File: src/rtl/mem_arb_pkg.sv
`default_nettype none
// ============================================================================
// Module   : mem_arb_pkg
// Brief    : Shared encodings and constants for the main-RAM arbiter.
// Revision : 1.0 - initial release
// ============================================================================
package mem_arb_pkg;

    localparam int         RAM_AW  = 18;
    localparam logic [3:0] BE_WORD = 4'hF;

    typedef logic [1:0] state_t;
    localparam state_t IDLE = 2'd0;
    localparam state_t ACC  = 2'd1;
    localparam state_t DONE = 2'd2;

    typedef logic owner_t;
    localparam owner_t OWN_CPU = 1'b0;
    localparam owner_t OWN_VID = 1'b1;

    // Lane 0 carries bits 7:0 of the RAM word.
    function automatic logic [3:0] lane_onehot(input logic [1:0] adr);
        return 4'b0001 << adr;
    endfunction

endpackage
`default_nettype wire

File: src/rtl/mem_arb_if.sv
`default_nettype none
// ============================================================================
// Module   : mem_arb_if
// Brief    : CPU, video-fetch, SRAM and statistics bundle around mem_arb.
// Revision : 1.0 - initial release
// ============================================================================
interface mem_arb_if;
    import mem_arb_pkg::*;

    logic              cpu_en;
    logic              cpu_rd;
    logic              cpu_wr;
    logic              cpu_ben;
    logic [19:0]       cpu_adr;
    logic [31:0]       cpu_wdata;
    logic [31:0]       cpu_rdata;
    logic              memwait;

    logic              vid_req;
    logic [RAM_AW-1:0] vid_adr;
    logic              vid_ack;
    logic [31:0]       vid_rdata;

    logic              ram_ce;
    logic              ram_we;
    logic [3:0]        ram_be;
    logic [RAM_AW-1:0] ram_adr;
    logic [31:0]       ram_wdata;
    logic [31:0]       ram_rdata;

    logic [31:0]       stat_cpu_wait;
    logic [31:0]       stat_vid_grant;

    modport slave (
        input  cpu_en, cpu_rd, cpu_wr, cpu_ben, cpu_adr, cpu_wdata,
        output cpu_rdata, memwait,
        input  vid_req, vid_adr,
        output vid_ack, vid_rdata,
        output ram_ce, ram_we, ram_be, ram_adr, ram_wdata,
        input  ram_rdata,
        output stat_cpu_wait, stat_vid_grant
    );

    modport master (
        output cpu_en, cpu_rd, cpu_wr, cpu_ben, cpu_adr, cpu_wdata,
        input  cpu_rdata, memwait,
        output vid_req, vid_adr,
        input  vid_ack, vid_rdata,
        input  ram_ce, ram_we, ram_be, ram_adr, ram_wdata,
        output ram_rdata,
        input  stat_cpu_wait, stat_vid_grant
    );

endinterface
`default_nettype wire

File: src/rtl/mem_arb_lane.sv
`default_nettype none
// ============================================================================
// Module   : mem_arb_lane
// Brief    : Byte-lane steering of CPU write data and lane enables.
// Revision : 1.0 - initial release
// ============================================================================
module mem_arb_lane
    import mem_arb_pkg::*;
(
    input  logic        i_ben,
    input  logic [1:0]  i_adr,
    input  logic [31:0] i_wdata,
    output logic [3:0]  o_be,
    output logic [31:0] o_wdata
);

    assign o_be = i_ben ? lane_onehot(i_adr) : BE_WORD;

    // A byte store puts the low byte on every lane; o_be selects the live one.
    for (genvar i = 0; i < 4; i++) begin : g_lane
        assign o_wdata[8*i +: 8] = i_ben ? i_wdata[7:0] : i_wdata[8*i +: 8];
    end

endmodule
`default_nettype wire

File: src/rtl/mem_arb.sv
`default_nettype none
// ============================================================================
// Module   : mem_arb
// Brief    : Main-RAM arbiter between CPU port and video refresh fetch.
//            Define MEM_ARB_STATS_EN to build the statistics counters.
// Revision : 1.0 - initial release
// ============================================================================
module mem_arb
    import mem_arb_pkg::*;
#(
    parameter int ACC_CYC = 2,
    parameter int VID_MAX = 4
)(
    input  logic      clk,
    input  logic      rst_n,
    mem_arb_if.slave  bus
);

    localparam int         c_sw       = (VID_MAX < 2) ? 1 : $clog2(VID_MAX + 1);
    localparam logic [3:0] c_last_cyc = 4'(ACC_CYC - 1);
    localparam logic [c_sw-1:0] c_vid_max = c_sw'(VID_MAX);

    state_t            r_state;
    owner_t            r_owner;
    logic [3:0]        r_cnt;
    logic [c_sw-1:0]   r_streak;
    logic              r_ram_ce;
    logic              r_ram_we;
    logic [3:0]        r_ram_be;
    logic [RAM_AW-1:0] r_ram_adr;
    logic [31:0]       r_ram_wdata;
    logic [31:0]       r_cpu_rdata;
    logic [31:0]       r_vid_rdata;
    logic              r_vid_ack;

    logic              w_cpu_req;
    logic              w_memwait;
    logic              w_vid_grant;
    logic              w_cpu_grant;
    logic [3:0]        w_lane_be;
    logic [31:0]       w_lane_wdata;

    assign w_cpu_req   = bus.cpu_en & (bus.cpu_rd | bus.cpu_wr);
    assign w_memwait   = w_cpu_req & ~((r_state == DONE) & (r_owner == OWN_CPU));
    // Video wins ties until it has taken VID_MAX grants in a row over a waiting CPU.
    assign w_vid_grant = (r_state == IDLE) & bus.vid_req &
                         (~w_cpu_req | (r_streak < c_vid_max));
    assign w_cpu_grant = (r_state == IDLE) & ~w_vid_grant & w_cpu_req;

    mem_arb_lane u_lane (
        .i_ben   (bus.cpu_ben & bus.cpu_wr),
        .i_adr   (bus.cpu_adr[1:0]),
        .i_wdata (bus.cpu_wdata),
        .o_be    (w_lane_be),
        .o_wdata (w_lane_wdata)
    );

    always_ff @(posedge clk or negedge rst_n) begin
        if (!rst_n) begin
            r_state     <= IDLE;
            r_owner     <= OWN_CPU;
            r_cnt       <= 4'd0;
            r_streak    <= '0;
            r_ram_ce    <= 1'b0;
            r_ram_we    <= 1'b0;
            r_ram_be    <= 4'h0;
            r_ram_adr   <= '0;
            r_ram_wdata <= 32'h0;
            r_cpu_rdata <= 32'h0;
            r_vid_rdata <= 32'h0;
            r_vid_ack   <= 1'b0;
        end else begin
            r_vid_ack <= 1'b0;
            case (r_state)
                IDLE: begin
                    if (w_vid_grant) begin
                        r_state     <= ACC;
                        r_owner     <= OWN_VID;
                        r_cnt       <= 4'd0;
                        r_streak    <= r_streak + c_sw'(w_cpu_req);
                        r_ram_ce    <= 1'b1;
                        r_ram_we    <= 1'b0;
                        r_ram_be    <= BE_WORD;
                        r_ram_adr   <= bus.vid_adr;
                        r_ram_wdata <= 32'h0;
                    end else if (w_cpu_grant) begin
                        r_state     <= ACC;
                        r_owner     <= OWN_CPU;
                        r_cnt       <= 4'd0;
                        r_streak    <= '0;
                        r_ram_ce    <= 1'b1;
                        r_ram_we    <= bus.cpu_wr;
                        r_ram_be    <= w_lane_be;
                        r_ram_adr   <= bus.cpu_adr[19:2];
                        r_ram_wdata <= w_lane_wdata;
                    end
                end
                ACC: begin
                    if (r_cnt == c_last_cyc) begin
                        r_state  <= DONE;
                        r_ram_ce <= 1'b0;
                        r_ram_we <= 1'b0;
                        r_ram_be <= 4'h0;
                        if (r_owner == OWN_CPU) begin
                            r_cpu_rdata <= bus.ram_rdata;
                        end else begin
                            r_vid_rdata <= bus.ram_rdata;
                            r_vid_ack   <= 1'b1;
                        end
                    end else begin
                        r_cnt <= r_cnt + 4'd1;
                    end
                end
                DONE:    r_state <= IDLE;
                default: r_state <= IDLE;
            endcase
        end
    end

    assign bus.memwait   = w_memwait;
    assign bus.cpu_rdata = r_cpu_rdata;
    assign bus.vid_ack   = r_vid_ack;
    assign bus.vid_rdata = r_vid_rdata;
    assign bus.ram_ce    = r_ram_ce;
    assign bus.ram_we    = r_ram_we;
    assign bus.ram_be    = r_ram_be;
    assign bus.ram_adr   = r_ram_adr;
    assign bus.ram_wdata = r_ram_wdata;

`ifdef MEM_ARB_STATS_EN
    logic [31:0] r_stat_cpu_wait;
    logic [31:0] r_stat_vid_grant;

    always_ff @(posedge clk or negedge rst_n) begin
        if (!rst_n) begin
            r_stat_cpu_wait  <= 32'h0;
            r_stat_vid_grant <= 32'h0;
        end else begin
            if (w_memwait)   r_stat_cpu_wait  <= r_stat_cpu_wait + 32'd1;
            if (w_vid_grant) r_stat_vid_grant <= r_stat_vid_grant + 32'd1;
        end
    end

    assign bus.stat_cpu_wait  = r_stat_cpu_wait;
    assign bus.stat_vid_grant = r_stat_vid_grant;
`else
    assign bus.stat_cpu_wait  = 32'h0;
    assign bus.stat_vid_grant = 32'h0;
`endif

endmodule
`default_nettype wire

File: src/flat_wrapper.sv
// flat-port wrapper written by rule: the top's interface ports become plain ports
module mem_arb_flat import mem_arb_pkg::*;
#(
    parameter int ACC_CYC = 2,
    parameter int VID_MAX = 4
)
  (clk, rst_n, bus_cpu_en, bus_cpu_rd, bus_cpu_wr, bus_cpu_ben, bus_cpu_adr, bus_cpu_wdata, bus_cpu_rdata, bus_memwait, bus_vid_req, bus_vid_adr, bus_vid_ack, bus_vid_rdata, bus_ram_ce, bus_ram_we, bus_ram_be, bus_ram_adr, bus_ram_wdata, bus_ram_rdata, bus_stat_cpu_wait, bus_stat_vid_grant);
  mem_arb_if bus_i ();
  input  logic clk;
  input  logic rst_n;
  input wire logic [$bits(bus_i.cpu_en)-1:0] bus_cpu_en;
  input wire logic [$bits(bus_i.cpu_rd)-1:0] bus_cpu_rd;
  input wire logic [$bits(bus_i.cpu_wr)-1:0] bus_cpu_wr;
  input wire logic [$bits(bus_i.cpu_ben)-1:0] bus_cpu_ben;
  input wire logic [$bits(bus_i.cpu_adr)-1:0] bus_cpu_adr;
  input wire logic [$bits(bus_i.cpu_wdata)-1:0] bus_cpu_wdata;
  output wire logic [$bits(bus_i.cpu_rdata)-1:0] bus_cpu_rdata;
  output wire logic [$bits(bus_i.memwait)-1:0] bus_memwait;
  input wire logic [$bits(bus_i.vid_req)-1:0] bus_vid_req;
  input wire logic [$bits(bus_i.vid_adr)-1:0] bus_vid_adr;
  output wire logic [$bits(bus_i.vid_ack)-1:0] bus_vid_ack;
  output wire logic [$bits(bus_i.vid_rdata)-1:0] bus_vid_rdata;
  output wire logic [$bits(bus_i.ram_ce)-1:0] bus_ram_ce;
  output wire logic [$bits(bus_i.ram_we)-1:0] bus_ram_we;
  output wire logic [$bits(bus_i.ram_be)-1:0] bus_ram_be;
  output wire logic [$bits(bus_i.ram_adr)-1:0] bus_ram_adr;
  output wire logic [$bits(bus_i.ram_wdata)-1:0] bus_ram_wdata;
  input wire logic [$bits(bus_i.ram_rdata)-1:0] bus_ram_rdata;
  output wire logic [$bits(bus_i.stat_cpu_wait)-1:0] bus_stat_cpu_wait;
  output wire logic [$bits(bus_i.stat_vid_grant)-1:0] bus_stat_vid_grant;
  assign bus_i.cpu_en = bus_cpu_en;
  assign bus_i.cpu_rd = bus_cpu_rd;
  assign bus_i.cpu_wr = bus_cpu_wr;
  assign bus_i.cpu_ben = bus_cpu_ben;
  assign bus_i.cpu_adr = bus_cpu_adr;
  assign bus_i.cpu_wdata = bus_cpu_wdata;
  assign bus_cpu_rdata = bus_i.cpu_rdata;
  assign bus_memwait = bus_i.memwait;
  assign bus_i.vid_req = bus_vid_req;
  assign bus_i.vid_adr = bus_vid_adr;
  assign bus_vid_ack = bus_i.vid_ack;
  assign bus_vid_rdata = bus_i.vid_rdata;
  assign bus_ram_ce = bus_i.ram_ce;
  assign bus_ram_we = bus_i.ram_we;
  assign bus_ram_be = bus_i.ram_be;
  assign bus_ram_adr = bus_i.ram_adr;
  assign bus_ram_wdata = bus_i.ram_wdata;
  assign bus_i.ram_rdata = bus_ram_rdata;
  assign bus_stat_cpu_wait = bus_i.stat_cpu_wait;
  assign bus_stat_vid_grant = bus_i.stat_vid_grant;
  mem_arb #(.ACC_CYC(ACC_CYC), .VID_MAX(VID_MAX)) u_core (.clk(clk), .rst_n(rst_n), .bus(bus_i));
endmodule
File: config.mk
export PLATFORM = sky130hd
export DESIGN_NAME = mem_arb_flat
export DESIGN_NICKNAME = d
export VERILOG_FILES = /design/src/rtl/mem_arb_pkg.sv /design/src/rtl/mem_arb_if.sv /design/src/rtl/mem_arb_lane.sv /design/src/rtl/mem_arb.sv /design/src/flat_wrapper.sv
export SDC_FILE = /design/constraint.sdc
export NUM_CORES = 1
export LEC_CHECK = 0
export BUFFER_PORTS_ARGS = -buffer_cell sky130_fd_sc_hd__clkbuf_2
export CORE_ASPECT_RATIO = 0.6
export CORE_UTILIZATION = 47
export DETAILED_ROUTE_END_ITERATION = 12
export GPL_ROUTABILITY_DRIVEN = 0
export GPL_TIMING_DRIVEN = 0
export PLACE_DENSITY = 0.92
export SYNTH_ARGS = -nofsm -noshare
export SYNTH_HDL_FRONTEND = slang
export SYNTH_SLANG_ARGS = --single-unit
File: constraint.sdc
create_clock -name clk -period 2.8 [get_ports clk]
set_input_delay 0.28 -clock clk [delete_from_list [all_inputs] [get_ports clk]]
set_output_delay 0.28 -clock clk [all_outputs]
set_load 0.02 [all_outputs]
==> results.txt, run 1 <==
The worst setup path is captured at a register. The core box area is 12,900 um^2. With fillers left out, the area of the finished cells amounts to 8410 um^2.

The final cycle utilization of the critical path is 78.4%. The cell type with the highest aggregate area in the netlist was sky130_fd_sc_hd__dfrtp_1. Walking the worst path, the cells encountered are inv_1, ha_1, or3b_4, buf_6, nor3_4, buf_6, mux2_2.

The die outline height was 91.1 um. For the worst flop-to-flop path, the logic depth is 7. The footprint of the flip-flops and latches was 3280 um^2. 295 I/O pins were placed. The run gives 4 as the maximum level of the CTS H-tree. TritonCTS built the clock tree.

Setup violations remaining at the end of the flow were counted as 0. The worst-margin pin slew was 0.562 ns. Across the run, the number of max-cap violations was 0.

Critical path class: reg -> reg. The run gives 16,100 um as the overall routed net length. The aggregate global-route resource usage was 24.2%. Area of the die: 13,700 um^2. In this run the worst path has a maximum fanout of 10. The run gives 455 MHz as the maximum achievable frequency. The logs give 0 for the number of antenna violations at the first check in global routing and 0.60 ns for the worst-case register-to-register setup slack. TritonCTS sink count: 131. Entering global routing, the biggest net connects 78 pins. Counting the fill cells in the layout gives 998. The capture endpoint of the worst hold path was u_core.bus.cpu_rdata[6]$_DFFE_PN0P_. In this run, synthesis inferred 0 flip-flops with an integrated enable.

Synthesis inferred 131 register bits. At the worst endpoint, the required time is 3.07 ns. Global routing finished with a remaining overflow of 0. Relative area change from synthesis to final layout: 35.4%. For this run, the register share of the synthesized area comes to 52.8%. The post-placement cell count is 972, and the width of the chip is 150 um.

The via count of the first global-routing pass is 4,934. The number of hold-slack violations in the final timing report was 0; the post-detailed-route DRC marker count was 0. The worst min-delay path category is in -> reg. In this run, CTS created clock tree buffers numbering 17. The logs give 0 for the max-slew violation total from the final report and 48.3% for the initial cell density of the core. The sort of element at the start of the critical path is a register. Of the post-synthesis cell area, the dominant cell type holds 52.8%. The tools report the root cell of the clock tree as sky130_fd_sc_hd__clkbuf_16. The clock arrives with 0.00899 ns of skew. Across the VDD grid, the largest voltage drop is 0.000476 V. After synthesis, the share of flip-flops with an asynchronous set or reset is 100%. In the routed layout, each cell is associated on average with a via count of 5.04.

After clock tree synthesis, the clock-pin slew on the worst setup and hold paths is 0.06 ns. The worst hold path begins at bus_ram_rdata[6]. Summing all multi-input logic gate instances after layout gives 2430 um^2. The number of antenna diodes in the final layout is 0. For the remaining max-slew budget at the tightest pin, the log shows 62.5%.

Among all flip-flop cells after synthesis, the most frequent one is sky130_fd_sc_hd__dfrtp_1. The run gives 5,058 as the total number of vias. Synthesis handed over a netlist of 508 instances. The utilization of the core after routing is 65.4%, and the global-route wire length before repair is 25,700 um.

For the worst-skew pair, the clock arrives at the later sink with an insertion delay of 0.40 ns. The kind of cell with the highest combined delay along the critical path is simple AND/OR/NAND/NOR gates. The number of warnings issued by yosys was 0; the count of antenna-violating nets left after detailed routing was 0. The arrival time at the worst endpoint came out at 2.47 ns.

The cell with the largest stage delay on the worst path is sky130_fd_sc_hd__dfrtp_1. In this run the power density over the cells is 1180 nW/um^2. The number of different library cells in the post-synthesis netlist came out at 45. Counting both buffers and inverters, the worst setup path holds a total of 3. After the flow finishes, the layout carries non-filler instances totaling 1,004. The first routing iteration left 316 violations.

The beginning of the worst register-to-register path was u_core.r_cnt[1]$_DFFE_PN0P_. Setup repair after global routing left no endpoint under its margin. After clock tree synthesis, the setup repair step added 0 buffers. Biggest cell delay along the critical path: 0.42 ns. The time the worst path needs with I/O delays and setup was 2.20 ns; the fraction of final layout cells with drive strength greater than 1 was 49.8%. The flow ran to the end, and the final reports show no timing, DRC or antenna violations. By instance count, the cell type seen most on the critical path is sky130_fd_sc_hd__buf_6.

The count of input and output buffers came out at 230. For the detailed-placement wirelength estimate, the log shows 12,400 um. The longest clock path from root to sink contains 2 buffers. The total standard cell area after synthesis is 6210 um^2. By area the synthesized netlist is led by sky130_fd_sc_hd__dfrtp_1 53%, sky130_fd_sc_hd__buf_4 7.7%, sky130_fd_sc_hd__mux2_4 7.0%. After detailed placement, the total cell area comes to 7850 um^2.

In this run the static leakage power is 4.31 nW. The number of stages on the worst hold path was 2. The pre-antenna-repair detailed-routing pass consisted of 7 iterations. The average cell area after synthesis came out at 12.2 um^2. In the final routed layout, each cell accounts on average for 16.0 um.

The net count reported at finish was 935. The tools report the number of placement rows as 32. Cell depth of the worst setup path: 7.

The worst register-to-register path ends at u_core.bus.cpu_rdata[5]$_DFFE_PN0P_.
-- where the power goes --
group          internal, mW  switching (mW)
Combinational          1.87            2.58
Sequential             2.82           0.557
Clock                  1.24           0.822
-- worst register-to-register path: cells and delay by family, from the launching register on --
kind                       cells  cell delay [ns]
DFF                            1             0.42
and+or+nand+nor                2             0.68
adders and majority gates      1             0.16
muxes                          1             0.36
buffers and inverters          3             0.48
-- how the worst max path moves through the flow --
stage | from | end | slack, ns
floorplan | u_core.r_cnt[1]$_DFFE_PN0P_ | u_core.bus.vid_rdata[0]$_DFFE_PN0P_ | 0.82
global placement | rst_n | u_core.bus.cpu_rdata[25]$_DFFE_PN0P_ | -0.55
detailed placement | u_core.r_cnt[1]$_DFFE_PN0P_ | u_core.bus.cpu_rdata[9]$_DFFE_PN0P_ | 0.61
CTS | u_core.r_cnt[1]$_DFFE_PN0P_ | u_core.bus.cpu_rdata[9]$_DFFE_PN0P_ | 0.59
global route | u_core.r_cnt[1]$_DFFE_PN0P_ | u_core.bus.cpu_rdata[5]$_DFFE_PN0P_ | 0.50
finish | u_core.r_cnt[1]$_DFFE_PN0P_ | u_core.bus.cpu_rdata[5]$_DFFE_PN0P_ | 0.60
-- routing by layer --
layer,vias up,wire (um),GRT usage (%)
li1,2370,-,-
met3,12,1150,4.77
met1,2483,7090,33.4
met5,-,0,0
met4,0,99,5.56
met2,193,7740,39.0
-- kinds of logic after synthesis --
family / synth area share (%)
and+or+nand+nor: 5.66
muxes: 13.8
buffers and inverters: 11.9
adders and majority gates: 0.806
AOI/OAI and AO/OA: 15.0
other: 0.0604
DFF: 52.8
-- placed cells by master (no fill, tap or decap), types with 7 or more instances in the layout --
cell	Yosys	layout
sky130_fd_sc_hd__buf_2	9	9
sky130_fd_sc_hd__a31oi_1	37	37
sky130_fd_sc_hd__a21oi_1	28	28
sky130_fd_sc_hd__clkbuf_1	19	19
sky130_fd_sc_hd__clkbuf_2	0	229
sky130_fd_sc_hd__clkbuf_16	0	17
sky130_fd_sc_hd__mux2_2	34	34
sky130_fd_sc_hd__o21ai_0	28	28
sky130_fd_sc_hd__a22o_1	10	10
sky130_fd_sc_hd__buf_4	64	64
sky130_fd_sc_hd__and3_1	10	10
sky130_fd_sc_hd__conb_1	1	64
sky130_fd_sc_hd__o2bb2ai_1	24	24
sky130_fd_sc_hd__dfrtp_1	131	131
sky130_fd_sc_hd__nand4_1	19	19
sky130_fd_sc_hd__nor2_1	7	7
sky130_fd_sc_hd__mux2_4	29	29
-- repair_timing --
action | in CTS | in global routing
endpoints found under the hold margin | 54 | 0
setup endpoints to repair | 0 | 0
gates resized for setup | 0 | 0
hold buffers | 1 | 0
-- layout make-up --
| class | count | share of cell area [%] |
|---|---|---|
| Sequential cell | 131 | 39.0 |
| Multi-Input combinational cell | 333 | 28.9 |
| Timing Repair Buffer | 232 | 14.2 |
| Buffer | 100 | 8.39 |
| Clock buffer | 18 | 5.22 |
| Tap cell | 170 | 2.53 |
| Clock inverter | 13 | 1.32 |
| Inverter | 7 | 0.372 |
-- registers in the layout, indices dropped and copies added, names as in the netlist --
register / cells
u_core.bus.cpu_rdata: 32
u_core.bus.ram_adr: 18
u_core.bus.ram_be: 4
u_core.bus.ram_ce: 1
u_core.bus.ram_wdata: 32
u_core.bus.ram_we: 1
u_core.bus.vid_ack: 1
u_core.bus.vid_rdata: 32
u_core.r_cnt: 4
u_core.r_owner: 1
u_core.r_state: 2
u_core.r_streak: 3
-- per-stage QoR --
step                setup slack (ns)  total power, mW  hold slack [ns]  setup TNS, ns
finish                         0.604             9.90            0.117              0
global route                   0.497             10.5            0.113              0
CTS                            0.589             9.96            0.104              0
detailed placement             0.612             7.86            0.273              0
global placement              -0.548             7.70            0.468         -70.26
floorplan                      0.818             6.32          -0.0156              0
-- cell usage after synthesis (2+ instances only) --
master	count
sky130_fd_sc_hd__dfrtp_1	131
sky130_fd_sc_hd__buf_4	64
sky130_fd_sc_hd__a31oi_1	37
sky130_fd_sc_hd__mux2_2	34
sky130_fd_sc_hd__mux2_4	29
sky130_fd_sc_hd__a21oi_1	28
sky130_fd_sc_hd__o21ai_0	28
sky130_fd_sc_hd__o2bb2ai_1	24
sky130_fd_sc_hd__clkbuf_1	19
sky130_fd_sc_hd__nand4_1	19
sky130_fd_sc_hd__a22o_1	10
sky130_fd_sc_hd__and3_1	10
sky130_fd_sc_hd__buf_2	9
sky130_fd_sc_hd__nor2_1	7
sky130_fd_sc_hd__inv_1	5
sky130_fd_sc_hd__buf_6	4
sky130_fd_sc_hd__ha_1	4
sky130_fd_sc_hd__nand3_1	4
sky130_fd_sc_hd__buf_12	3
sky130_fd_sc_hd__mux2i_1	3
sky130_fd_sc_hd__nand2_1	3
sky130_fd_sc_hd__o211ai_1	3
sky130_fd_sc_hd__o221ai_1	3
sky130_fd_sc_hd__a21boi_0	2
sky130_fd_sc_hd__nor2b_1	2
sky130_fd_sc_hd__o21ai_2	2
sky130_fd_sc_hd__o22ai_1	2
sky130_fd_sc_hd__or3_1	2
Power figures use the tool's default switching activity.
==> run 2, diff against run 1 <==
- clock period: 2.8 -> 2.3 ns (I/O delays scaled with it)
==> results.txt, run 2 (same netlist as run 1, synthesis figures left out) <==
The flow ran to the end, and the final reports show no timing, DRC or antenna violations. The post-detailed-route wirelength per cell works out to 16.1 um (was 16.0 um). Via count of the first global-routing pass: 4,934 (unchanged).

The detailed-routed wire length on met3 is 1170 um (was 1150 um), and the relative area change from synthesis to final layout is 35.5% (was 35.4%). The global-route wire length before repair was 25,700 um (unchanged); the biggest cell delay along the critical path was 0.41 ns (was 0.42 ns). Cell seen most often among critical-path stages: sky130_fd_sc_hd__buf_6 (unchanged). The detailed-placement wirelength estimate was 12,400 um (unchanged); the number of hold-slack violations in the final timing report was 0 (unchanged). Number of optimization iterations in the first detailed-route pass: 6 (was 7).

Peak fanout along the critical path: 10 (unchanged). The post-placement cell count was 972 (unchanged); the final setup skew was 0.00841 ns (was 0.00899 ns). Critical path class: reg -> reg (unchanged).

Final-layout worst hold slack: 0.0674 ns (was 0.117 ns). The area of the die was 13,700 um^2 (unchanged). Sort of element at the start of the critical path: a register (unchanged). The share of total power in combinational logic was 45.1% (was 45.0%); the fraction of final layout cells with drive strength greater than 1 was 49.8% (about the same).

CP cell instances: inv_1, ha_1, or3b_4, buf_6, nor3_4, buf_6, mux2_2 (unchanged). The die outline height was 91.1 um (unchanged). The run gives 32 (unchanged) as the number of placement rows. Combined area of the multi-input logic cells: 2430 um^2 (unchanged). The root cell of the clock tree is sky130_fd_sc_hd__clkbuf_16 (unchanged).

For the maximum achievable frequency, the log shows 455 MHz (about the same). The standby leakage power was 4.31 nW (about the same); the count of antenna-violating nets left after detailed routing was 0 (unchanged). For the total routed wire length on the met1 layer, the log shows 7110 um (was 7090 um). The worst-margin pin slew was 0.572 ns (was 0.562 ns).

The net switching fraction of the power was 40.1% (was 40.0%); the count of routing violations after the opening detailed-route iteration was 242 (was 316). For the number of antenna violations at the first check in global routing, the log shows 0 (unchanged). The clock insertion delay at the later pin of the skew report was 0.40 ns (about the same). The run gives 4 (unchanged) as the maximum level of the CTS H-tree. The run gives 61.8% (was 62.5%) as the remaining max-slew budget at the tightest pin. The sequential cell fraction of total power is 34.1% (was 34.2%).

The tools report the required time reported for the critical path endpoint as 2.57 ns (was 3.07 ns). The tools report the overall power after layout as 12.1 mW (was 9.90 mW). The final cycle utilization of the critical path came out at 95.5% (was 78.4%). The tools report the total number of vias as 5,105 (was 5,058).

The net switching power figure came out at 4.83 mW (was 3.96 mW). The cell with the largest stage delay on the worst path was sky130_fd_sc_hd__dfrtp_1 (unchanged). Number of antenna cells inserted: 0 (unchanged). Clock-pin slew on the worst setup and hold paths: 0.06 ns (about the same). The run gives 295 (unchanged) as the I/O pin total.

The number of buffers between clock root and the deepest sink is 2 (unchanged). The max-slew violation total from the final report came out at 0 (unchanged). The core box area was 12,900 um^2 (unchanged).

For the aggregate global-route resource usage, the log shows 24.2% (unchanged). TritonCTS built the clock tree. Sort of element at the end of the critical path: a register (unchanged). The post-detailed-route DRC marker count is 0 (unchanged), and the net count reported at finish is 936 (was 935).

Commonest cells after routing, fill and taps aside: 229 x sky130_fd_sc_hd__clkbuf_2, 131 x sky130_fd_sc_hd__dfrtp_1, 65 x sky130_fd_sc_hd__buf_4 (was 229 x sky130_fd_sc_hd__clkbuf_2, 131 x sky130_fd_sc_hd__dfrtp_1, 64 x sky130_fd_sc_hd__buf_4, 64 x sky130_fd_sc_hd__conb_1, 37 x sky130_fd_sc_hd__a31oi_1). The internal power component was 7.23 mW (was 5.93 mW); the number of cells in the finished layout apart from fillers was 1,005 (was 1,004). The initial cell density of the core came out at 48.3% (unchanged). The tools report the sum of overflow across all layers after global routing as 0 (unchanged). The footprint of the flip-flops and latches was 3280 um^2 (unchanged); the maximum number of pins on one net before global-route repair was 78 (unchanged). The arrival time at the worst endpoint was 2.47 ns (about the same). The count of input and output buffers came out at 230 (unchanged).

The width of the chip came out at 150 um (unchanged). For the clock buffer count from CTS, the log shows 17 (unchanged). The number of fill cells was 998 (unchanged); the met2 routed wirelength was 7760 um (was 7740 um). The time the worst path needs with I/O delays and setup is 2.20 ns (about the same).

Total power divided by cell area: 1430 nW/um^2 (was 1180 nW/um^2). Most common library cell in the layout ignoring fill and taps: sky130_fd_sc_hd__clkbuf_2 (unchanged). The run gives 0 (unchanged) as the quantity of gates resized following cts.

The run gives 16,100 um (about the same) as the overall routed net length. The worst min-delay path category was in -> reg (unchanged). The run gives 20.8% (about the same) as the clock power share. Uppermost layer routed: met4 (unchanged). The tools report the setup TNS as 0 ns (unchanged). The max-cap check violation count came out at 0 (unchanged). The total of endpoints with negative setup slack in the final report was 0 (unchanged); the peak supply drop was 0.000580 V (was 0.000476 V).

The tools report the TritonCTS sink count as 131 (unchanged). The routed via count divided by cell count is 5.08 (was 5.04).
## run 2: cell count changes in the layout (fill, tap and decap cells not counted), sizes merged
cell / delta
buf: +1
## run 2: power by group through the flow
stage	sequential, mW	combinational [mW]	clock [mW]
finish	4.11	5.44	2.51
global route	4.25	5.85	2.68
CTS	4.11	5.46	2.56
detailed placement	4.12	5.46	0
global placement	4.05	5.32	0
floorplan	5.33	2.37	0
## run 2: metrics by stage
stage,utilization [%],worst slack [ns],area [um^2]
after floorplan,-,0.318,6450
after global routing,65.5,-0.000841,8420
after detailed placement,61.1,0.112,7850
after global placement,60.8,-0.998,7810
final,65.5,0.103,8420
after CTS,65.4,0.0889,8410
## run 2: cell type report
cell class	count	area share, %
multi-input cells	333	28.9
clock inverters	13	1.32
plain buffers	100	8.38
inverters	7	0.372
flip-flops and latches	131	38.9
repair buffers	233	14.3
well taps	170	2.53
clock buffers	18	5.22
## run 2: path summary, 6_finish.rpt
path	start	endpoint	slack (ns)	cells after the start
worst max-delay path	u_core.r_cnt[1]$_DFFE_PN0P_	u_core.bus.cpu_rdata[5]$_DFFE_PN0P_	0.10	7
max in group asynchronous	rst_n	u_core.bus.vid_rdata[29]$_DFFE_PN0P_	1.21	3
worst min-delay path	bus_ram_rdata[6]	u_core.bus.cpu_rdata[6]$_DFFE_PN0P_	0.07	2
min in group asynchronous	rst_n	u_core.bus.ram_wdata[22]$_DFFE_PN0P_	0.34	2
worst min register to register	u_core.bus.cpu_rdata[6]$_DFFE_PN0P_	u_core.bus.cpu_rdata[6]$_DFFE_PN0P_	0.49	1
worst max register to register	u_core.r_cnt[1]$_DFFE_PN0P_	u_core.bus.cpu_rdata[5]$_DFFE_PN0P_	0.10	7
## run 2: layer usage
| metal | vias to the layer above | global-route usage [%] |
|---|---|---|
| li1 | 2380 | - |
| met1 | 2503 | 33.4 |
| met2 | 210 | 39.0 |
| met3 | 12 | 4.77 |
| met4 | 0 | 5.56 |
| met5 | - | 0 |
## run 2: worst max-delay path, delay by kind of cell (launching register included)
| kind | cells | cell delay (ns) |
|---|---|---|
| AND/OR/NAND/NOR | 2 | 0.67 |
| buffers and inverters | 3 | 0.47 |
| flip-flops | 1 | 0.41 |
| multiplexers | 1 | 0.35 |
| adder cells (fa/ha/maj) | 1 | 0.16 |
## run 2: repair_timing
item / CTS / global route
endpoints found under the setup margin: 0 / 1
hold endpoints to repair: 54 / 0
hold buffers: 1 / 0
setup buffers: 0 / 1
